[src/rtl/aplic_pkg.sv]
// APLIC shared types: source-mode encoding and per-mode helper functions.
// Latency: n/a (types and combinational helpers only).
// Backpressure: n/a.
package aplic_pkg;

   localparam int SM_W = 3;

   // sourcecfg.SM encoding; RSV2/RSV3 behave like INACTIVE.
   typedef enum logic [SM_W-1:0] {
      INACTIVE = 3'd0,
      DETACHED = 3'd1,
      RSV2     = 3'd2,
      RSV3     = 3'd3,
      EDGE1    = 3'd4,
      EDGE0    = 3'd5,
      LEVEL1   = 3'd6,
      LEVEL0   = 3'd7
   } sm_e;

   function automatic logic is_edge(sm_e sm);
      return (sm == EDGE1) || (sm == EDGE0);
   endfunction

   function automatic logic is_level(sm_e sm);
      return (sm == LEVEL1) || (sm == LEVEL0);
   endfunction

   // Map the sampled wire to "interrupt asserted" for the given mode.
   function automatic logic rectify(sm_e sm, logic s);
      case (sm)
         EDGE1, LEVEL1: return s;
         EDGE0, LEVEL0: return ~s;
         default:       return 1'b0;
      endcase
   endfunction

endpackage

[src/rtl/aplic_gateway_if.sv]
// Gateway bus bundle: raw sources, modes and pending bits in; set/clr requests and rectified value out.
// Latency: n/a (wiring only).
// Backpressure: none; requests are one-cycle pulses with no handshake.
// Ports: slave = gateway side, master = pending-register-file / driver side.
interface aplic_gateway_if
   import aplic_pkg::*;
#(
   parameter int NR_SRC = 32
);
   logic [NR_SRC-1:0]      irq_src_i;
   logic [SM_W*NR_SRC-1:0] sm_i;
   logic [NR_SRC-1:0]      ip_i;
   logic [NR_SRC-1:0]      set_ip_o;
   logic [NR_SRC-1:0]      clr_ip_o;
   logic [NR_SRC-1:0]      rectified_o;

   modport slave (
      input  irq_src_i, sm_i, ip_i,
      output set_ip_o, clr_ip_o, rectified_o
   );

   modport master (
      output irq_src_i, sm_i, ip_i,
      input  set_ip_o, clr_ip_o, rectified_o
   );
endinterface

[src/rtl/aplic_gw_slice.sv]
// One interrupt source: optional 2-flop sync, rectify, edge/level request generation.
// Latency: 1 cycle input->output (3 cycles with AIA_GW_SYNC_EN defined).
// Backpressure: none; level requests repeat every cycle until ip_i reflects them.
// Ports: clk_i/rst_ni; irq_src_i raw wire; sm_i mode; ip_i current pending bit;
//        set_ip_o/clr_ip_o registered request pulses; rectified_o registered rectified value.
module aplic_gw_slice
   import aplic_pkg::*;
(
   input  logic clk_i,
   input  logic rst_ni,
   input  logic irq_src_i,
   input  sm_e  sm_i,
   input  logic ip_i,
   output logic set_ip_o,
   output logic clr_ip_o,
   output logic rectified_o
);

   logic src_s;

`ifdef AIA_GW_SYNC_EN
   logic sync1_q, sync2_q;

   always_ff @(posedge clk_i or negedge rst_ni) begin
      if (!rst_ni) begin
         sync1_q <= 1'b0;
         sync2_q <= 1'b0;
      end else begin
         sync1_q <= irq_src_i;
         sync2_q <= sync1_q;
      end
   end

   assign src_s = sync2_q;
`else
   assign src_s = irq_src_i;
`endif

   logic rect_d, rect_q;
   logic set_d, set_q;
   logic clr_d, clr_q;
   sm_e  mode_q;
   logic mode_chg;

   // rect_q doubles as the previous-rectified value for edge detection.
   // On a mode change it is simply reloaded with the new rect and no request
   // is issued, so reconfiguration (and the first cycle after reset, since
   // mode_q resets to INACTIVE) never produces a spurious edge.
   always_comb begin
      rect_d   = rectify(sm_i, src_s);
      mode_chg = (sm_i != mode_q);
      set_d    = 1'b0;
      clr_d    = 1'b0;
      if (!mode_chg) begin
         if (is_edge(sm_i)) begin
            set_d = rect_d & ~rect_q;
         end else if (is_level(sm_i)) begin
            set_d = rect_d & ~ip_i;
            clr_d = ~rect_d & ip_i;
         end
      end
   end

   always_ff @(posedge clk_i or negedge rst_ni) begin
      if (!rst_ni) begin
         rect_q <= 1'b0;
         set_q  <= 1'b0;
         clr_q  <= 1'b0;
         mode_q <= INACTIVE;
      end else begin
         rect_q <= rect_d;
         set_q  <= set_d;
         clr_q  <= clr_d;
         mode_q <= sm_i;
      end
   end

   assign set_ip_o    = set_q;
   assign clr_ip_o    = clr_q;
   assign rectified_o = rect_q;

endmodule

[src/rtl/aplic_gateway.sv]
// APLIC per-source gateway: rectifies NR_SRC sources and issues set/clear-pending pulses.
// Latency: 1 cycle (3 cycles when AIA_GW_SYNC_EN is defined, adding input synchronizers).
// Backpressure: none; sources are independent and all may be active every cycle.
// Ports: clk_i, rst_ni (async, active low); bus (aplic_gateway_if.slave) carrying
//        irq_src_i, sm_i, ip_i in and set_ip_o, clr_ip_o, rectified_o out.
module aplic_gateway
   import aplic_pkg::*;
#(
   parameter int NR_SRC = 32
)(
   input  logic            clk_i,
   input  logic            rst_ni,
   aplic_gateway_if.slave  bus
);

   logic [NR_SRC-1:0] set_v;
   logic [NR_SRC-1:0] clr_v;
   logic [NR_SRC-1:0] rect_v;

   // Vector bit g is interrupt source g+1.
   for (genvar g = 0; g < NR_SRC; g++) begin : g_src
      aplic_gw_slice u_slice (
         .clk_i       (clk_i),
         .rst_ni      (rst_ni),
         .irq_src_i   (bus.irq_src_i[g]),
         .sm_i        (sm_e'(bus.sm_i[SM_W*g +: SM_W])),
         .ip_i        (bus.ip_i[g]),
         .set_ip_o    (set_v[g]),
         .clr_ip_o    (clr_v[g]),
         .rectified_o (rect_v[g])
      );
   end

   assign bus.set_ip_o    = set_v;
   assign bus.clr_ip_o    = clr_v;
   assign bus.rectified_o = rect_v;

endmodule
[src/flat_wrapper.sv]
// flat-port wrapper written by rule: the top's interface ports become plain ports
module aplic_gateway_flat import aplic_pkg::*;
#(
   parameter int NR_SRC = 32
)
  (clk_i, rst_ni, bus_irq_src_i, bus_sm_i, bus_ip_i, bus_set_ip_o, bus_clr_ip_o, bus_rectified_o);
  aplic_gateway_if #(.NR_SRC(NR_SRC)) bus_i ();
  input  logic clk_i;
  input  logic rst_ni;
  input wire logic [$bits(bus_i.irq_src_i)-1:0] bus_irq_src_i;
  input wire logic [$bits(bus_i.sm_i)-1:0] bus_sm_i;
  input wire logic [$bits(bus_i.ip_i)-1:0] bus_ip_i;
  output wire logic [$bits(bus_i.set_ip_o)-1:0] bus_set_ip_o;
  output wire logic [$bits(bus_i.clr_ip_o)-1:0] bus_clr_ip_o;
  output wire logic [$bits(bus_i.rectified_o)-1:0] bus_rectified_o;
  assign bus_i.irq_src_i = bus_irq_src_i;
  assign bus_i.sm_i = bus_sm_i;
  assign bus_i.ip_i = bus_ip_i;
  assign bus_set_ip_o = bus_i.set_ip_o;
  assign bus_clr_ip_o = bus_i.clr_ip_o;
  assign bus_rectified_o = bus_i.rectified_o;
  aplic_gateway #(.NR_SRC(NR_SRC)) u_core (.clk_i(clk_i), .rst_ni(rst_ni), .bus(bus_i));
endmodule
[config.mk]
export PLATFORM = sky130hd
export DESIGN_NAME = aplic_gateway_flat
export DESIGN_NICKNAME = d
export VERILOG_FILES = /design/src/rtl/aplic_pkg.sv /design/src/rtl/aplic_gateway_if.sv /design/src/rtl/aplic_gw_slice.sv /design/src/rtl/aplic_gateway.sv /design/src/flat_wrapper.sv
export SDC_FILE = /design/constraint.sdc
export NUM_CORES = 1
export LEC_CHECK = 0
export ABC_CLOCK_PERIOD_IN_PS = 1930
export CAP_MARGIN = 15
export CORE_MARGIN = 2
export CORE_UTILIZATION = 49
export DETAILED_ROUTE_END_ITERATION = 7
export PLACE_DENSITY_LB_ADDON = 0.2
export SLEW_MARGIN = 40
export SYNTH_ARGS = -nofsm -noshare
export SYNTH_HDL_FRONTEND = slang
export SYNTH_SLANG_ARGS = --single-unit
[constraint.sdc]
create_clock -name clk_i -period 1.93 [get_ports clk_i]
set_input_delay 0.579 -clock clk_i [delete_from_list [all_inputs] [get_ports clk_i]]
set_output_delay 0.579 -clock clk_i [all_outputs]
set_load 0.05 [all_outputs]
======== Word-level counts from Yosys, hierarchy flattened ========
Cells that the tools add are included.
storage, ports and cells
  flip-flop bits (word level) ............. 192
operators by class
  muxes and demuxes ....................... 224
  bitwise logic cells ..................... 224
  reductions and logical operators ........ 128
  equal/unequal tests ..................... 160
operators by type and width
  operator                              number
  == test 3 bit, second input constant  128
  2-to-1 mux 1 bit                      192
  inverter 1 bit                        128
  OR reduction 2 bit                    64
  AND 1 bit                             96
  inequality test 3 bit                 32
  logical OR 1 bit                      64
  case mux 1 bit (2 select lines)       32

======== Logic depth before layout (Yosys ltp) ========
Gate-level depths: netlist (run 1).
  word-level depth ........................ 8
  gate-level depth with buffers ........... 3
  mapped depth without buffers ............ 3

======== By module ========
A second synthesis (run 1) with hierarchy kept.
second synthesis, totals
  cells, all modules ...................... 544
  area, all modules ....................... 7247.0 um^2
by module, submodules not included
  module          cells an instance  seq. area each (um^2)  area an instance (um^2)  times used
  aplic_gw_slice  17                 150.1                  226.5                    32

======== Worst setup path before layout (run 1) ========
Ideal clock, no wire load.
  path kind ............................... reg2out
  start point ............................. register u_core.g_src[14].u_slice.rect_q
  end point ............................... output bus_rectified_o[14]
  stages on the path, launching flop included .. 2
  data arrival time ....................... 0.533 ns
  setup slack ............................. 0.818 ns
  path through ............................ dfrtp_1 -> buf_4
RTL lines
  item                    RTL line              source
  start, declared         aplic_gw_slice.sv:39  logic rect_d, rect_q;
  start signal, assigned  aplic_gw_slice.sv:71  rect_q <= rect_d;
  end, declared           flat_wrapper.sv:15    output wire logic [$bits(bus_i.rectified_o)-1:0] bus_rectified_o;
No word-level cell between the ends.

======== Worst setup path after layout (run 1) ========
  start point ............................. register u_core.g_src[23].u_slice.rect_q
  end point ............................... output bus_rectified_o[23]
RTL lines
  item                    RTL line
  start, declared         aplic_gw_slice.sv:39
  start signal, assigned  aplic_gw_slice.sv:71
No word-level cell between the ends.

==> results.md, run 1 <==
* Status: finished clean
* H-tree depth at 4
* Largest stage delay on the critical path at 400 ps
* Pwr/cell area at 898 mW/mm2
* Arrival @ worst endpoint at 1010 ps
* GP Congestion at 0.819
* Final setup fails at 0
* Fill cell count at 1150
* Initial antenna violation count at 0
* Delay-heaviest family, CP: flip-flops
* Final core occ at 0.668
* Fmax at 628 MHz
* Yosys reg bits at 192
* Syn nets at 772
* Most frequent cells in the layout: dfrtp_1 (192), clkdlybuf4s50_1 (160), buf_4 (97), xnor2_1 (66), nor3_1 (62)
* WHS at 77.0 ps
* CTS Sinks at 192
* Min Tclk post-route at 1590 ps
* Wire per inst at 15.0 um
* Number of global-route vias before repair at 4928
* Gate Count Post-Synth at 610
* Nets@finish at 956
* Netlist Area Pre-Place at 0.00762 mm2
* DP HPWL at 11500 um
* Max rail drop VDD at 0.591 mV
* ANT cells at 0
* Number of hold buffers added after cts at 0
* Final Skew at 8.66 ps
* Total die area at 0.0166 mm2
* Total power at 9120 uW
* Max-slew headroom at 0.768
* Max Slew Vio Count at 0
* Register area share after synthesis at 0.630
* RSZ-0062 raised after global routing: false
* CP cell instances: buf_4
* Number of setup buffers added after CTS at 0
* Die W at 129 um
* Layout cells sized above 1 at 0.200
* Area after DPL at 0.00954 mm2
* Slowest cell on crit path: dfrtp_1
* Initial Util at 0.502
* Port-buffer cells at 257
* Crit path capture type: output pin
* Final setup TNS at 0 ps
* Fin. Hold Viols at 0
* Syn avg cell area at 12.5 um2
* CTS buffer count at 17
* Area of the core at 0.0152 mm2
* Total routed wirelength at 14900 um
* Fin area at 0.0102 mm2
* Root Driver: clkbuf_16
* Area delta synth->final at 33.2%
* Worst slew pin tran at 348 ps
* Rows at 45
* Crit path required time at 1350 ps
* GRT Total Usage at 0.188
* Number of vias per cell at 4.77
* Fin crit share at 0.825
* Iteration-0 DRC Markers at 193
* Grt ovf at 0
* Commonest non-fill, non-tap cell in the layout: dfrtp_1
* Ports at 258
* Max_cap viols at 0
* DRC Markers at 0
* Crit Path Max Fanout at 2
* Final ANT Viol Nets at 0
* Yosys cell types at 14
* First-pass GRT wire length at 24100 um
* Leak pwr at 0.00467 uW
* Clock latency on the worst-skew pair at 420 ps
* Iteration count of the initial detailed-routing pass at 4
* Clock-pin slew on the worst setup and hold paths at 60 ps
* Die height at 129 um
* Max Buffers Root-to-Sink at 2
* Post-CTS resize count at 0
* Crit path launch type: register
* Synth Warn # at 0
* Setup Crit Path Kind: register to output pin
* Hold Crit Class: input port to asynchronous set/reset pin
* Largest net degree at the start of global routing at 55
* CP bufs+invs at 1
* CTS tree: built
* Via count at 4737
## cells in the mapped netlist
master | n | area, um2
and2_1 | 2 | 12.5
and2_2 | 30 | 225
and2b_1 | 28 | 210
buf_4 | 96 | 721
dfrtp_1 | 192 | 4800
mux2i_1 | 2 | 20.0
nand2_1 | 60 | 225
nand3_1 | 6 | 30.0
nand4_1 | 30 | 188
nor2_1 | 2 | 7.51
nor2b_1 | 2 | 12.5
nor3_1 | 62 | 310
xnor2_1 | 66 | 578
xor2_1 | 32 | 280
## report_power, final
part	leakage, uW	switching [uW]	internal, uW
combinational	0.00196	659	599
sequential	0.00242	73.8	4190
clock	0.000293	1470	2120
total	0.00467	2200	6910
## cell type report
class	instances	area (um2)	area share
clock buffers	20	457	0.0450
well taps	188	235	0.0232
flip-flops and latches	192	4800	0.473
multi-input cells	322	2100	0.207
clock inverters	11	154	0.0152
repair buffers	261	2400	0.237
## worst paths after layout
kind | from | cells past startpoint | end | slack (ps)
setup / recovery | u_core.g_src[23].u_slice.rectified_o | 1 | bus_rectified_o[23] | 340
hold / removal | rst_ni | 1 | u_core.g_src[8].u_slice.mode_q[1] | 80
setup reg to reg | u_core.g_src[16].u_slice.mode_q[0] | 3 | u_core.g_src[16].u_slice.clr_ip_o | 900
hold reg to reg | u_core.g_src[15].u_slice.rectified_o | 2 | u_core.g_src[15].u_slice.set_ip_o | 530
max in group asynchronous | rst_ni | 2 | u_core.g_src[29].u_slice.mode_q[2] | 1240
min in group clk_i | u_core.g_src[15].u_slice.rectified_o | 2 | u_core.g_src[15].u_slice.set_ip_o | 530
## per-stage QoR
step                      setup WS (ps)  instances
final                               338        994
after global routing                291        994
after CTS                           315        994
after detailed placement            166        963
after floorplan                     818        610
after global placement              251        963
## metal layers
metal	global-route usage	share of wire	vias up
met5	0	0	-
met4	0.0671	0.017	0
met2	0.304	0.49	164
met1	0.233	0.41	2287
met3	0.0682	0.080	19
li1	-	-	2267
## logic make-up after synthesis
| kind of cell | after synthesis | share of synthesized area |
|---|---|---|
| AND/OR/NAND/NOR | 222 | 0.160 |
| XOR/XNOR | 98 | 0.113 |
| flip-flops | 192 | 0.630 |
| buffers and inverters | 96 | 0.0945 |
| multiplexers | 2 | 0.00263 |
## sequential cells by signal, summed over array words and instances, names as in the netlist
name and flops:
u_core.g_src.u_slice.rectified_o 32, u_core.g_src.u_slice.set_ip_o 32, u_core.g_src.u_slice.clr_ip_o 32, u_core.g_src.u_slice.mode_q 96
(Power assumes the default switching activity.)
==> run 2: changes to the inputs <==
Settings changed: ABC_CLOCK_PERIOD_IN_PS 1930 to 1300, CORE_UTILIZATION 49 to 41.
Clock period 1.93 ns to 1.3 ns, I/O delays scaled along.
==> run 2 against run 1 <==
  * The run now ends with negative setup slack left
  * Power grew 47%
  * Sequential power is 50% higher
  * Design area up 14%
  * Wire length increased by 5.3%
  * Clock skew decreased by 1.4 ps
  * Clock power increased by 35%
  * Count of clock-buffer cells in the layout rose by 1
  * Hold slack gained 360 ps
  * Critical endpoint is now bus_rectified_o[9]
==> results.md, run 2 (synthesized netlist as in run 1, its figures left out) <==
* Fin worst setup slack at -106 ps
* DRC Markers at 0
* Crit path required time at 910 ps
* Clock-pin slew on the worst setup and hold paths at 70 ps
* CP bufs+invs at 1
* Crit Path Max Fanout at 2
* Initial antenna violation count at 0
* Die height at 140 um
* Pwr/cell area at 1160 mW/mm2
* Root Driver: clkbuf_16
* Max_cap viols at 0
* Wire per inst at 14.8 um
* Commonest non-fill, non-tap cell in the layout: dfrtp_1
* Fmax at 711 MHz
* H-tree depth at 4
* Layout cells sized above 1 at 0.221
* Max reg flops at 96
* GP Congestion at 0.850
* Initial Util at 0.422
* Max Slew Vio Count at 0
* Via count at 4843
* Nets@finish at 981
* Max rail drop VDD at 0.850 mV
* Delay-heaviest family, CP: flip-flops
* Total routed wirelength at 15700 um
* Number of global-route vias before repair at 5193
* Crit path capture type: output pin
* WHS at 440 ps
* Final ANT Viol Nets at 0
* Final Skew at 7.26 ps
* Clock latency on the worst-skew pair at 420 ps
* Worst reg2reg startpoint: u_core.g_src[24].u_slice.mode_q[1]
* Number of vias per cell at 4.56
* CP cell instances: buf_12
* Total die area at 0.0197 mm2
* Min Tclk post-route at 1410 ps
* Area of the core at 0.0181 mm2
* Final setup fails at 96
* Top reg by flops: u_core.g_src.u_slice.mode_q
* Arrival @ worst endpoint at 1020 ps
* Fin. Hold Viols at 0
* Worst slew pin tran at 343 ps
* Port-buffer cells at 257
* Grt ovf at 0
* Max Buffers Root-to-Sink at 2
* Max-slew headroom at 0.771
* Slowest cell on crit path: dfrtp_1
* Setup Crit Path Kind: register to output pin
* Fin crit share at 1.08
* Final core occ at 0.639
* Leak pwr at 0.00506 uW
* Rows at 49
* Area delta synth->final at 51.5%
* Crit path launch type: register
* First-pass GRT wire length at 25400 um
* Hold Crit Class: input port to asynchronous set/reset pin
* CTS buffer count at 17
* Failing checks: negative setup slack
* ANT cells at 0
* Most frequent cells in the layout: dfrtp_1 (192), clkdlybuf4s50_1 (160), buf_12 (100), xnor2_1 (66), nor3_1 (62)
* RSZ-0062 raised after global routing: true
* CP startpoint: u_core.g_src[9].u_slice.rectified_o
* DP HPWL at 12400 um
* Largest net degree at the start of global routing at 38
* Die W at 140 um
* Status: complete, but fails checks
* GRT Total Usage at 0.164
* CTS Sinks at 192
* CTS tree: built
* Iteration count of the initial detailed-routing pass at 6
* Largest stage delay on the critical path at 420 ps
* Iteration-0 DRC Markers at 181
* Final setup TNS at -6690 ps
* Ports at 258
[run 2: cell count changes in the layout (fill, tap and decap cells not counted)]
| cell | change |
|---|---|
| clkbuf_1 | +2 |
| inv_8 | +3 |
| dlygate4sd3_1 | +1 |
| clkbuf_8 | -1 |
| buf_12 | +97 |
| clkinv_2 | -1 |
| inv_6 | -2 |
| clkinv_4 | +3 |
| bufinv_16 | -3 |
| buf_4 | -73 |
[run 2: timing repair]
action | CTS | global route
resized for setup | 0 | 0
endpoints found under the setup margin | 96 | 96
buffers inserted | 1 | 5
endpoints found under the hold margin | 26 | 0
hold buffers | 1 | 0
[run 2: final timing paths]
check                      depth (start not counted)  slack [ps]                                  to
max                                                1        -110                  bus_rectified_o[9]
min                                                2         440   u_core.g_src[8].u_slice.mode_q[2]
max reg2reg                                        3         310   u_core.g_src[24].u_slice.clr_ip_o
min reg2reg                                        2         540   u_core.g_src[12].u_slice.clr_ip_o
max in group asynchronous                          3         340   u_core.g_src[15].u_slice.set_ip_o
min in group clk_i                                 1         450  u_core.g_src[24].u_slice.mode_q[2]
[run 2: final cells by class]
class | count | area, um2
clock buffers | 21 | 450
clock inverters | 11 | 101
fillers | 1346 | 6540
multi-input cells | 322 | 2100
flip-flops and latches | 192 | 4800
well taps | 229 | 287
repair buffers | 286 | 3810
[run 2: routing by layer]
layer / global-route usage / up-vias / share of wire / routed length [um]
li1: - / 2324 / - / -
met1: 0.203 / 2323 / 0.41 / 6400
met2: 0.267 / 179 / 0.49 / 7710
met3: 0.0602 / 17 / 0.086 / 1340
met4: 0.0585 / 0 / 0.017 / 264
met5: 0 / - / 0 / 0
[run 2: where the power goes]
group / switching, uW / leakage (uW) / internal, uW
Clock: 2270 / 0.000264 / 2560
Combinational: 1000 / 0.00237 / 1200
Sequential: 166 / 0.00242 / 6230
[run 2: metrics by stage]
stage	setup slack (ps)	area [um2]	total power [uW]	cells
after floorplan	377	7620	7450	610
after global placement	-222	10900	8650	1022
after detailed placement	-262	10900	8710	1022
after CTS	-132	11500	13600	1056
after global routing	-149	11500	14000	1061
final	-106	11500	13400	1061
==> run 3: changes to the inputs <==
Settings changed: CORE_UTILIZATION 41 to 40, DONT_BUFFER_PORTS set to 1, REMOVE_ABC_BUFFERS set to 1.
==> run 3 against run 2 <==
  * The run ends with negative hold slack, negative setup slack left
  * Design area shrank 22%
  * Power shrank 6.8%
  * Hold slack lost 780 ps
  * Setup slack gained 29 ps
  * Die area grew 2.4%
  * Wire length shrank 6.1%
  * Maximum frequency grew 2.1%
  * Count of clock-buffer cells in the layout shrank 3
  * Critical path type unchanged
  * Critical endpoint is now bus_rectified_o[22]
  * Highest routed layer unchanged
==> results.md, run 3 (synthesized netlist as in run 1, its figures left out) <==
* Iteration-0 DRC Markers at 166
* Crit Path Max Fanout at 2
* Fin worst setup slack at -77.2 ps
* Crit path required time at 910 ps
* CTS buffer count at 17
* Max rail drop VDD at 0.840 mV
* Max reg flops at 96
* Fill cell count at 1657
* Total power at 12500 uW
* Max-slew headroom at 0.801
* Delay-heaviest family, CP: flip-flops
* Initial antenna violation count at 0
* Final setup fails at 96
* First-pass GRT wire length at 23900 um
* Wire per inst at 16.5 um
* Worst slew pin tran at 297 ps
* Max Buffers Root-to-Sink at 2
* Largest net degree at the start of global routing at 193
* Final ANT Viol Nets at 0
* Slowest cell on crit path: dfrtp_1
* Fin crit share at 1.06
* Area of the core at 0.0187 mm2
* Number of vias per cell at 4.73
* ANT cells at 0
* Min Tclk post-route at 1380 ps
* Root Driver: clkbuf_16
* Nets@finish at 809
* Iteration count of the initial detailed-routing pass at 6
* DP HPWL at 9730 um
* Initial Util at 0.408
* CP cell instances: buf_12
* Most frequent cells in the layout: dfrtp_1 (113), dlygate4sd3_1 (96), dfrtp_2 (79), xnor2_1 (66), nor3_1 (62)
* Failing checks: negative hold slack, negative setup slack
* Crit path launch type: register
* Ports at 258
* Layout cells sized above 1 at 0.239
* Total die area at 0.0202 mm2
* Clock latency on the worst-skew pair at 420 ps
* Arrival @ worst endpoint at 990 ps
* GP Congestion at 0.770
* Total routed wirelength at 14700 um
* Rows at 50
* Area delta synth->final at 18.4%
* Grt ovf at 0
* Hold Crit Class: input port to asynchronous set/reset pin
* Fmax at 726 MHz
* Port-buffer cells at 0
* Pwr/cell area at 1390 mW/mm2
* Leak pwr at 0.00386 uW
* Crit path capture type: output pin
* WHS at -342 ps
* Final Skew at 6.01 ps
* Setup Crit Path Kind: register to output pin
* Largest stage delay on the critical path at 410 ps
* RSZ-0062 raised after global routing: true
* Commonest non-fill, non-tap cell in the layout: dfrtp_1
* Number of hold buffers added after cts at 96
* H-tree depth at 4
* Die height at 142 um
* Max_cap viols at 0
* Status: complete, but fails checks
* Number of global-route vias before repair at 4739
* GRT Total Usage at 0.151
* CP bufs+invs at 1
* Die W at 142 um
* Fin. Hold Viols at 192
* CTS tree: built
* Clock-pin slew on the worst setup and hold paths at 70 ps
* CTS Sinks at 192
* DRC Markers at 0
* Via count at 4232
* Max Slew Vio Count at 0
* Top reg by flops: u_core.g_src.u_slice.mode_q
## run 3: cell types whose count changed in the layout (fill, tap and decap cells not counted), sizes merged
cell           change
buf              -106
clkbuf             -4
clkdlybuf4s50    -160
clkinv             +2
dlygate4sd3       +95
inv                +1
## run 3: what timing repair did
item	4_1_cts	5_1_grt
pin swaps	0	0
setup buffers	1	0
endpoints found under the hold margin	288	192
gates resized for setup	94	0
gates cloned	0	0
setup endpoints to repair	96	96
## run 3: through the flow
stage	setup TNS [ps]	cells	setup WS [ps]	utilization	instance area (um2)
after floorplan	0	514	300	-	6900
after global placement	0	765	240	0.393	7350
after detailed placement	0	765	209	0.393	7350
after CTS	-5300	894	-105	0.483	9030
after global routing	-7240	894	-127	0.483	9030
final	-2710	894	-77.2	0.483	9030
## run 3: cell type report
type,count,area [um2],area share
flip-flops and latches,192,4900,0.543
multi-input cells,322,2100,0.233
repair buffers,114,1180,0.130
clock buffers,18,429,0.0475
well taps,234,293,0.0324
clock inverters,14,126,0.0140
## run 3: power by group
group	internal [uW]	leakage, uW	switching [uW]	total (uW)
registers	6240	0.00230	453	6690
logic	549	0.00129	353	902
clock network	2520	0.000268	2390	4910
## run 3: path summary, 6_finish.rpt
check / slack, ps / to / cells past startpoint / from
setup / recovery: -80 / bus_rectified_o[22] / 1 / u_core.g_src[22].u_slice.rectified_o
hold / removal: -340 / u_core.g_src[21].u_slice.mode_q[1] / 0 / rst_ni
setup reg to reg: 230 / u_core.g_src[29].u_slice.set_ip_o / 2 / u_core.g_src[29].u_slice.rectified_o
hold reg to reg: 540 / u_core.g_src[13].u_slice.set_ip_o / 2 / u_core.g_src[13].u_slice.mode_q[2]
max in group asynchronous: 1390 / u_core.g_src[16].u_slice.clr_ip_o / 0 / rst_ni
min in group clk_i: 80 / u_core.g_src[14].u_slice.set_ip_o / 2 / bus_sm_i[44]
## run 3: layer usage
layer,track usage,up-vias,share of wire
met4,0.0542,0,0.014
li1,-,1972,-
met3,0.0569,14,0.080
met5,0,-,0
met2,0.247,157,0.51
met1,0.184,2089,0.40
